<file path="src/rtl/uart_tx_serializer.sv">
// rtl/uart_tx_serializer.sv - UART transmitter: start, LSB-first data, optional parity, stop bits
module uart_tx_serializer #(
    parameter int DATA_WIDTH = 8,
    parameter int STOP_BITS  = 1
) (
    input  logic                  clock,
    input  logic                  reset,
    input  logic [DATA_WIDTH-1:0] p_data,
    input  logic                  data_valid,
    input  logic                  parity_enable,
    input  logic                  parity_type,
    input  logic [5:0]            prescale,
    output logic                  tx_out,
    output logic                  busy
);

    typedef enum logic [2:0] {
        S_IDLE,
        S_START,
        S_DATA,
        S_PARITY,
        S_STOP
    } state_t;

    localparam logic [3:0] DATA_LAST = 4'(DATA_WIDTH - 1);
    localparam logic [3:0] STOP_LAST = 4'(STOP_BITS - 1);

    state_t                r_state;
    state_t                w_state_next;
    logic [5:0]            r_cycle_cnt;
    logic [5:0]            w_cycle_next;
    logic [3:0]            r_bit_cnt;
    logic [3:0]            w_bit_next;
    logic [DATA_WIDTH-1:0] r_shift;
    logic [DATA_WIDTH-1:0] w_shift_next;
    logic [DATA_WIDTH-1:0] r_data;
    logic                  r_par_en;
    logic                  r_par_type;
    logic [5:0]            r_prescale;
    logic                  r_tx_out;
    logic                  r_busy;

    logic                  w_accept;
    logic [5:0]            w_last_cnt;
    logic                  w_bit_end;
    logic                  w_parity;
    logic                  w_tx_next;
    logic                  w_busy_next;

    // Prescale 0 wraps to 63 here, giving 64 cycles per bit.
    assign w_last_cnt = r_prescale - 6'd1;
    assign w_bit_end  = (r_cycle_cnt == w_last_cnt);
    assign w_parity   = (^r_data) ^ r_par_type;
    assign w_accept   = (r_state == S_IDLE) && data_valid;

    assign tx_out = r_tx_out;
    assign busy   = r_busy;

    // State, counters, shift register and registered line outputs.
    always_ff @(posedge clock) begin
        if (!reset) begin
            r_state     <= S_IDLE;
            r_cycle_cnt <= '0;
            r_bit_cnt   <= '0;
            r_shift     <= '0;
            r_tx_out    <= 1'b1;
            r_busy      <= 1'b0;
        end else begin
            r_state     <= w_state_next;
            r_cycle_cnt <= w_cycle_next;
            r_bit_cnt   <= w_bit_next;
            r_shift     <= w_shift_next;
            r_tx_out    <= w_tx_next;
            r_busy      <= w_busy_next;
        end
    end

    // Frame parameters captured at acceptance and held for the whole frame.
    always_ff @(posedge clock) begin
        if (!reset) begin
            r_data     <= '0;
            r_par_en   <= 1'b0;
            r_par_type <= 1'b0;
            r_prescale <= '0;
        end else if (w_accept) begin
            r_data     <= p_data;
            r_par_en   <= parity_enable;
            r_par_type <= parity_type;
            r_prescale <= prescale;
        end
    end

    // Next-state, counter updates and the line value for the next cycle.
    always_comb begin
        w_state_next = r_state;
        w_cycle_next = r_cycle_cnt;
        w_bit_next   = r_bit_cnt;
        w_shift_next = r_shift;
        w_tx_next    = 1'b1;
        w_busy_next  = 1'b0;

        case (r_state)
            S_IDLE: begin
                w_cycle_next = '0;
                w_bit_next   = '0;
                if (data_valid) begin
                    w_state_next = S_START;
                    w_shift_next = p_data;
                end
            end
            S_START: begin
                if (w_bit_end) begin
                    w_state_next = S_DATA;
                    w_cycle_next = '0;
                    w_bit_next   = '0;
                end else begin
                    w_cycle_next = r_cycle_cnt + 6'd1;
                end
            end
            S_DATA: begin
                if (w_bit_end) begin
                    w_cycle_next = '0;
                    w_shift_next = r_shift >> 1;
                    if (r_bit_cnt == DATA_LAST) begin
                        w_bit_next   = '0;
                        w_state_next = r_par_en ? S_PARITY : S_STOP;
                    end else begin
                        w_bit_next = r_bit_cnt + 4'd1;
                    end
                end else begin
                    w_cycle_next = r_cycle_cnt + 6'd1;
                end
            end
            S_PARITY: begin
                if (w_bit_end) begin
                    w_state_next = S_STOP;
                    w_cycle_next = '0;
                    w_bit_next   = '0;
                end else begin
                    w_cycle_next = r_cycle_cnt + 6'd1;
                end
            end
            S_STOP: begin
                if (w_bit_end) begin
                    w_cycle_next = '0;
                    if (r_bit_cnt == STOP_LAST) begin
                        w_state_next = S_IDLE;
                        w_bit_next   = '0;
                    end else begin
                        w_bit_next = r_bit_cnt + 4'd1;
                    end
                end else begin
                    w_cycle_next = r_cycle_cnt + 6'd1;
                end
            end
            default: begin
                w_state_next = S_IDLE;
                w_cycle_next = '0;
                w_bit_next   = '0;
            end
        endcase

        case (w_state_next)
            S_START:  w_tx_next = 1'b0;
            S_DATA:   w_tx_next = w_shift_next[0];
            S_PARITY: w_tx_next = w_parity;
            default:  w_tx_next = 1'b1;
        endcase
        w_busy_next = (w_state_next != S_IDLE);
    end

endmodule
</file>
<file path="config.mk">
export PLATFORM = sky130hd
export DESIGN_NAME = uart_tx_serializer
export DESIGN_NICKNAME = d
export VERILOG_FILES = /design/src/rtl/uart_tx_serializer.sv
export SDC_FILE = /design/constraint.sdc
export NUM_CORES = 1
export LEC_CHECK = 0
export BUFFER_PORTS_ARGS = -buffer_cell sky130_fd_sc_hd__buf_2
export CAP_MARGIN = 20
export CORE_MARGIN = 10
export CORE_UTILIZATION = 50
export DETAILED_ROUTE_END_ITERATION = 8
export PLACE_DENSITY = 0.75
export SYNTH_ARGS = -nofsm -noshare
export SYNTH_HDL_FRONTEND = slang
export SYNTH_SLANG_ARGS = --single-unit
</file>
<file path="constraint.sdc">
create_clock -name clock -period 3.05 [get_ports clock]
set_clock_uncertainty 0.05 [all_clocks]
set_input_delay 0 -clock clock [delete_from_list [all_inputs] [get_ports clock]]
set_output_delay 0 -clock clock [all_outputs]
set_load 0.01 [all_outputs]
</file>
== Word level (Yosys, flattened, before mapping) ==
Cells that the tools add are included.
Word-level totals
  register bits: 39
  input port bits: 19
  output and inout port bits: 2
  word-level logic and storage cells: 60
Cells by class
  $add $sub $neg: 3
  equality and inequality tests: 13
  mux-type cells: 19
  bitwise gates (word level): 3
  reduce and logical (&&, ||, !) cells: 11
Operators with widths (count)
  $mux W3: 8
  $mux W4: 5
  $mux W8: 2
  $pmux W8 S2: 1
  $pmux W3 S5: 1
  $eq A3 B2 Y1 const B: 4
  $pmux W4 S3: 1
  $reduce_xor A8 Y1: 1
  $add A6 B1 Y6 const B: 1
  $eq A3 B1 Y1 const B: 2
  $eq A6 B6 Y1: 1
  $ne A2 B2 Y1 const B: 3
  $reduce_and A3 Y1: 2
  $sub A6 B1 Y6 const B: 1
  $add A4 B1 Y4 const B: 1
  $eq A4 B3 Y1 const B: 1
  $logic_not A4 Y1: 1
  $reduce_or A4 Y1: 1
  $eq A3 B3 Y1 const B: 1
  $logic_not A3 Y1: 1
  $pmux W1 S3: 1
  $reduce_bool A3 Y1: 1
  $reduce_or A3 Y1: 1
  $ne A2 B1 Y1 const B: 1
  other kinds (5): 6

== Logic depth before layout (Yosys ltp) ==
Gate-level depths: netlist of run 1.
  word-level depth: 6
  mapped depth: 9
  depth with buffers taken out: 9

== Worst setup path before layout of run 1 ==
OpenSTA, ideal clock, no wires.
  path kind: reg2reg
  start: register r_prescale[2]
  end: register r_tx_out (netlist: tx_out)
  library setup time: 0.120 ns
  arrival time: 2.451 ns
  data required time: 2.880 ns
  path slack: 0.429 ns
  stages on the path, launching flop included: 8
  path buffers: 0
  period minus slack after synthesis: 2.621 ns
  cells stage by stage: dfxtp_1 or4_1 or3_4 a2111o_1 o21a_4 a221oi_2 nand3b_1 a211o_1
Between the ends
  word-level cells in the longest chain between the ends: 6
  elaborated cells between the ends (all ways): 13
  those cells by class: add/sub (1); eq/ne (4); mux (8)
Ends and longest elaborated chain
  from (decl): RTL line 39  | logic [5:0] r_prescale;
  from (signal assigned): RTL line 89  | r_prescale <= prescale;
  $sub A6 B1 Y6 *: RTL line 51  | assign w_last_cnt = r_prescale - 6'd1;
  $eq A6 B6 Y1 *: RTL line 52  | assign w_bit_end = (r_cycle_cnt == w_last_cnt);
  $mux W3 (on tied branches)
  $pmux W3 S5: RTL line 102  | case (r_state)
  $eq A3 B2 Y1 / $eq A3 B1 Y1 (equally long branches): RTL line 163  | case (w_state_next)
  $pmux W1 S3 *: RTL line 163
  to (signal assigned): RTL line 73  | r_tx_out <= w_tx_next;
  to (decl): RTL line 40  | logic r_tx_out;
Every way passes the cells marked *; elsewhere a longest branch is shown, timed or not. The select of a mux whose other input is x is not followed.
A chain may end at the register's enable or synchronous reset.

== Final worst setup path of run 1 ==
Ends and elaborated chain as after synthesis.

==> impl_results.md, run 1 <==
* Outcome: complete, no violations
* Fill cell count at 270
* Post-synth EDFFs at 0
* CP Data Arrival Time at 2.88 ns
* P_int at 0.9313 mW
* Initial core utilization at 53.25%
* Wirelength per Cell at 12.42 um
* # IOs at 21
* Die area at 0.006488 mm2
* Post-CTS setup buffer count at 0
* Largest net degree at the start of global routing at 26
* Gr usage total at 13.20%
* FP Rows at 21
* Sequential power share at 45.5%
* GRT overflow at 0
* Multi-input logic area at 999.7 um2
* Max Transition Viols Final at 0
* Sequential area share after synthesis at 42.59%
* Sw Ratio at 22.43%
* Share of the synthesized area in the top cell type at 42.59%
* First-pass GRT wire length at 6.969 mm
* Final period util at 90.03%
* Register area at 780.7 um2
* Detailed Route Iter0 Violations at 115
* Layout cells sized above 1 at 15.53%
* Min cycle time layout at 2.746 ns
* Crit. End Element: flip-flop
* Post-synth ARST share at 0%
* Die X at 80.55 um
* Worst skew pair latency at 0.29 ns
* Post-Route WL at 3.849 mm
* Worst relative slew slack at 61.78%
* Clock buffer depth at 2
* Yosys Warn Count at 0
* Synth Cell Area at 0.001833 mm2
* Post-synth top flop: dfxtp_1
* Worst Hold Class: in2reg
* Fin cells at 310
* Synthesized flop and latch total at 39
* RSZ-0062 raised after global routing: no
* Slew @ Worst Pin at 0.5662 ns
* Dpl cells at 285
* Pre-CTS WS at 0.3003 ns
* Die height at 80.55 um
* Vias in the first global route at 1655
* Antenna violations before repair at 0
* DR pass1 iterations at 4
* CTS root buf: clkbuf_8
* Logic gate share of total power at 12.3%
* Pwr Total at 1.201 mW
* Most common cell after layout, fill and taps aside: nand2_1
* Area growth from synthesis to layout at 25.12%
* Post-DP HPWL at 2.751 mm
* H-tree level count at 2
* CP Max Fanout at 6
* Clk sinks at 39
* Commonest non-fill, non-tap cells in the layout: nand2_1, dfxtp_1, buf_2, a21oi_1, dlygate4sd3_1
* GPL Wtd Cong at 0.8464
* Critical Path RT at 3.18 ns
* Leakage at 0.9227 nW
* DR DRC count at 0
* Setup TNS at 0 ns
* CTS Buf Count at 5
* Average vias per placed instance at 5.148
* Max cap viols at 0
* Number of library cell types mapped by synthesis at 41
* CTS tree: yes
* Count of final hold-check violations at 0
* CP Launch Type: flip-flop
* Diodes inserted at 0
* # setup viols final at 0
* Nets@finish at 286
* Final worst slack at 0.3039 ns
* Vias at 1596
* Avg Cell Area, Syn at 8.220 um2
* Final instance area at 0.002293 mm2
* Worst VDD drop at 0.4191 mV
* Max Freq at 364.2 MHz
* Routed Antenna Nets at 0
* Pwr dens at 523.5 mW/mm2
* Reg clk slew, reported paths at 0.07 ns
* Switching power at 0.2694 mW
* Synth Net Count at 246
* CP Class: reg2reg
* Port Buf Inserts at 20
* Clock power share at 42.1%
* Core Region at 0.003442 mm2
* Cell taking the most area after synthesis: dfxtp_1
* Synth Instances at 223
* Ranking of synthesized cells by area: dfxtp_1, nand2_1, xnor2_1
* Placed Area at 0.001987 mm2
==> metrics by stage <==
step                hold slack, ns  utilization [%]
CTS                         0.3485            66.63
global route                0.3884            66.63
global placement            0.1911            57.72
finish                      0.3644            66.63
floorplan                  0.08596                -
detailed placement          0.1973            57.72
==> cell usage after synthesis, types with 2 or more instances <==
cell and count:
and3_1 3, ha_1 4, a221oi_2 2, xnor2_1 14
and2_2 2, o21a_1 2, clkbuf_1 7, nor2_1 16
o21ai_0 4, a21o_1 2, a21oi_1 19, inv_1 6
a31oi_1 7, nand2_1 57, xor2_1 6, nand3b_1 2
dfxtp_1 39, nor3_1 3, and2_1 3, nand3_1 4
==> logic make-up after synthesis <==
group / share of synthesized area, %
adders and majority gates: 2.730
AOI/OAI and AO/OA: 18.36
DFF: 42.59
muxes: 0.5461
buffers and inverters: 2.867
and+or+nand+nor: 23.35
xor gates and xnor gates: 9.556
==> path summary, 6_finish.rpt <==
path                               from                endpoint  slack, ns  cells past startpoint
min                          data_valid   r_state[0]$_SDFF_PN0_       0.36                      5
max reg2reg  r_prescale[2]$_SDFFE_PN0P_       tx_out$_SDFF_PN1_       0.30                      7
min reg2reg      r_data[4]$_SDFFE_PN0P_  r_data[4]$_SDFFE_PN0P_       0.42                      2
max          r_prescale[2]$_SDFFE_PN0P_       tx_out$_SDFF_PN1_       0.30                      7
==> power groups by stage <==
| stage | Sequential, mW | Combinational (mW) | Clock (mW) |
|---|---|---|---|
| after global placement | 0.557 | 0.128 | 0 |
| after detailed placement | 0.558 | 0.131 | 0 |
| after global routing | 0.550 | 0.165 | 0.538 |
| after CTS | 0.546 | 0.148 | 0.520 |
| final | 0.547 | 0.148 | 0.506 |
| after floorplan | 0.556 | 0.0956 | 0 |
==> final cells by class <==
class / count / area share [%]
Multi-Input combinational cell: 170 / 43.59
Inverter: 7 / 1.146
Sequential cell: 39 / 34.04
Tap cell: 46 / 2.510
Clock buffer: 5 / 3.001
Clock inverter: 3 / 2.946
Timing Repair Buffer: 40 / 12.77
==> metal layers <==
metal	GRT usage (%)	part of all wire [%]
met1	15.28	46
met2	21.97	48
met3	4.454	5.4
met4	4.754	0.68
met5	0	0
==> flip-flops by register name, summed over array words and instances, names as in the netlist <==
register	flops
r_data	8
busy	1
r_shift	8
r_par_en	1
r_bit_cnt	4
r_prescale	6
tx_out	1
r_cycle_cnt	6
r_par_type	1
r_state	3
==> critical path, stage by stage (launching register included) <==
cell and delay, ns:
dfxtp_1 0.35, or4_1 0.54, or3_4 0.35, a211oi_2 0.32
o2111ai_1 0.18, a221oi_2 0.36, a21bo_2 0.26, a211o_1 0.24
==> repair_timing <==
item | CTS | global route
setup endpoints to repair | 0 | 0
gates resized for setup | 0 | 0
hold buffers | 17 | 0
endpoints found under the hold margin | 28 | 0
Power figures use the tool's default switching activity.
==> inputs of run 2 (changes only) <==
clock period = 3.11 ns   (was 3.05 ns; I/O delays follow)
==> impl_results.md, run 2 (synthesized netlist as in run 1, its figures left out) <==
* Outcome: complete, no violations
* CP Class: reg2reg
* Routed Antenna Nets at 0
* Wirelength per Cell at 13.00 um
* Post-DP HPWL at 2.738 mm
* Max cap viols at 0
* Min cycle time layout at 2.828 ns
* Initial core utilization at 53.25%
* Average vias per placed instance at 5.136
* Dpl cells at 284
* Largest regs: r_data x8, r_shift x8
* Wl on met1 at 1.820 mm
* Final period util at 90.94%
* Leakage at 0.8949 nW
* R2R depth at 7
* Layout cells sized above 1 at 14.83%
* Most common cell after layout, fill and taps aside: nand2_1
* Die area at 0.006488 mm2
* Port Buf Inserts at 20
* Fin cells at 309
* Hold Crit Start: data_valid
* Vias at 1587
* H-tree level count at 2
* Detailed Route Iter0 Violations at 92
* Post-Route WL at 4.018 mm
* CP peak stage delay at 0.55 ns
* Worst skew pair latency at 0.30 ns
* Met2 wire len at 1.943 mm
* Max Transition Viols Final at 0
* GRT overflow at 0
* Gr usage total at 13.55%
* Register area at 780.7 um2
* Die height at 80.55 um
* Max Used Layer: met4
* Nets@finish at 285
* Count of final hold-check violations at 0
* Diodes inserted at 0
* Reg-to-reg endpoint: tx_out$_SDFF_PN1_
* CTS Buf Count at 5
* Post-CTS setup buffer count at 0
* Core Region at 0.003442 mm2
* CTS tree: yes
* Clk sinks at 39
* Crit. End Element: flip-flop
* Area growth from synthesis to layout at 21.91%
* Hold buffer count at CTS at 17
* First-pass GRT wire length at 7.079 mm
* Post-CTS Resized at 0
* Worst setup endpoint: tx_out$_SDFF_PN1_
* Clock buffer depth at 2
* Vias in the first global route at 1582
* CTS root buf: clkbuf_8
* CP Data Arrival Time at 2.97 ns
* Max Freq at 353.6 MHz
* Critical path launch point: r_prescale[2]$_SDFFE_PN0P_
* Worst r2r src: r_prescale[2]$_SDFFE_PN0P_
* Met3 wire length at 189 um
* Fill cell count at 304
* Commonest non-fill, non-tap cells in the layout: nand2_1, dfxtp_1, buf_2, a21oi_1, dlygate4sd3_1
* FP Rows at 21
* Setup TNS at 0 ns
* Die X at 80.55 um
* RSZ-0062 raised after global routing: no
* Worst Hold Class: in2reg
* Largest net degree at the start of global routing at 26
* Slew @ Worst Pin at 0.6381 ns
* DR DRC count at 0
* # setup viols final at 0
* GPL Wtd Cong at 0.8336
* Multi-input logic area at 999.7 um2
* Pwr dens at 452.8 mW/mm2
* Worst path slowest cell: or4_1
* Reg clk slew, reported paths at 0.08 ns
* CP Max Fanout at 6
* DR pass1 iterations at 7
* Crit-path cells: or4_1, or3_4, a211oi_2, o2111ai_1, a221oi_2, a21bo_2, a211o_1
* CP Launch Type: flip-flop
* Antenna violations before repair at 0
* Setup slack, reg-to-reg at 0.28 ns
* Critical Path RT at 3.25 ns
* Worst relative slew slack at 56.92%
* # IOs at 21
* Worst VDD drop at 0.3753 mV
[run 2: layout make-up]
| cell class | instances | share of cell area, % |
|---|---|---|
| clock buffers | 6 | 3.247 |
| clock inverters | 2 | 0.5599 |
| inverters | 7 | 1.176 |
| multi-input cells | 170 | 44.74 |
| flip-flops and latches | 39 | 34.94 |
| well taps | 46 | 2.576 |
| repair buffers | 39 | 12.77 |
[run 2: worst max-delay path: cells and delay by family, from the launching register on]
kind	cells	cell delay, ns
compound gates	5	1.42
flops	1	0.35
simple gates	2	0.90
[run 2: through the flow]
step / hold slack, ns / setup slack, ns / power [mW] / utilization, % / area [um2]
2_1_floorplan: 0.08596 / 0.4890 / 0.6388 / - / 1833
3_3_place_gp: 0.1907 / 0.3928 / 0.6713 / 57.51 / 1979
3_5_place_dp: 0.1959 / 0.2980 / 0.6736 / 57.51 / 1979
4_1_cts: 0.3231 / 0.2763 / 1.019 / 64.92 / 2235
5_1_grt: 0.3583 / 0.08634 / 1.063 / 64.92 / 2235
6_report: 0.3226 / 0.2818 / 1.012 / 64.92 / 2235
[run 2: worst min path at each step]
stage | endpoint | depth (start not counted)
5_1_grt | r_shift[0]$_SDFF_PN0_ | 5
3_5_place_dp | r_par_en$_SDFFE_PN0P_ | 3
4_1_cts | r_shift[0]$_SDFF_PN0_ | 5
2_1_floorplan | r_par_en$_SDFFE_PN0P_ | 2
3_3_place_gp | r_par_en$_SDFFE_PN0P_ | 3
6_report | r_shift[0]$_SDFF_PN0_ | 5
[run 2: power by group]
part	total [mW]	internal [mW]	leakage (nW)	switching, mW
Clock	0.333	0.157	0.0412	0.176
Combinational	0.143	0.0719	0.535	0.0713
Sequential	0.536	0.521	0.319	0.0154
Total	1.01	0.749	0.895	0.263
[run 2: metal layers]
layer | track usage [%] | vias up
li1 | - | 830
met1 | 15.41 | 725
met2 | 22.53 | 27
met3 | 4.454 | 5
met4 | 5.810 | 0
met5 | 0 | -
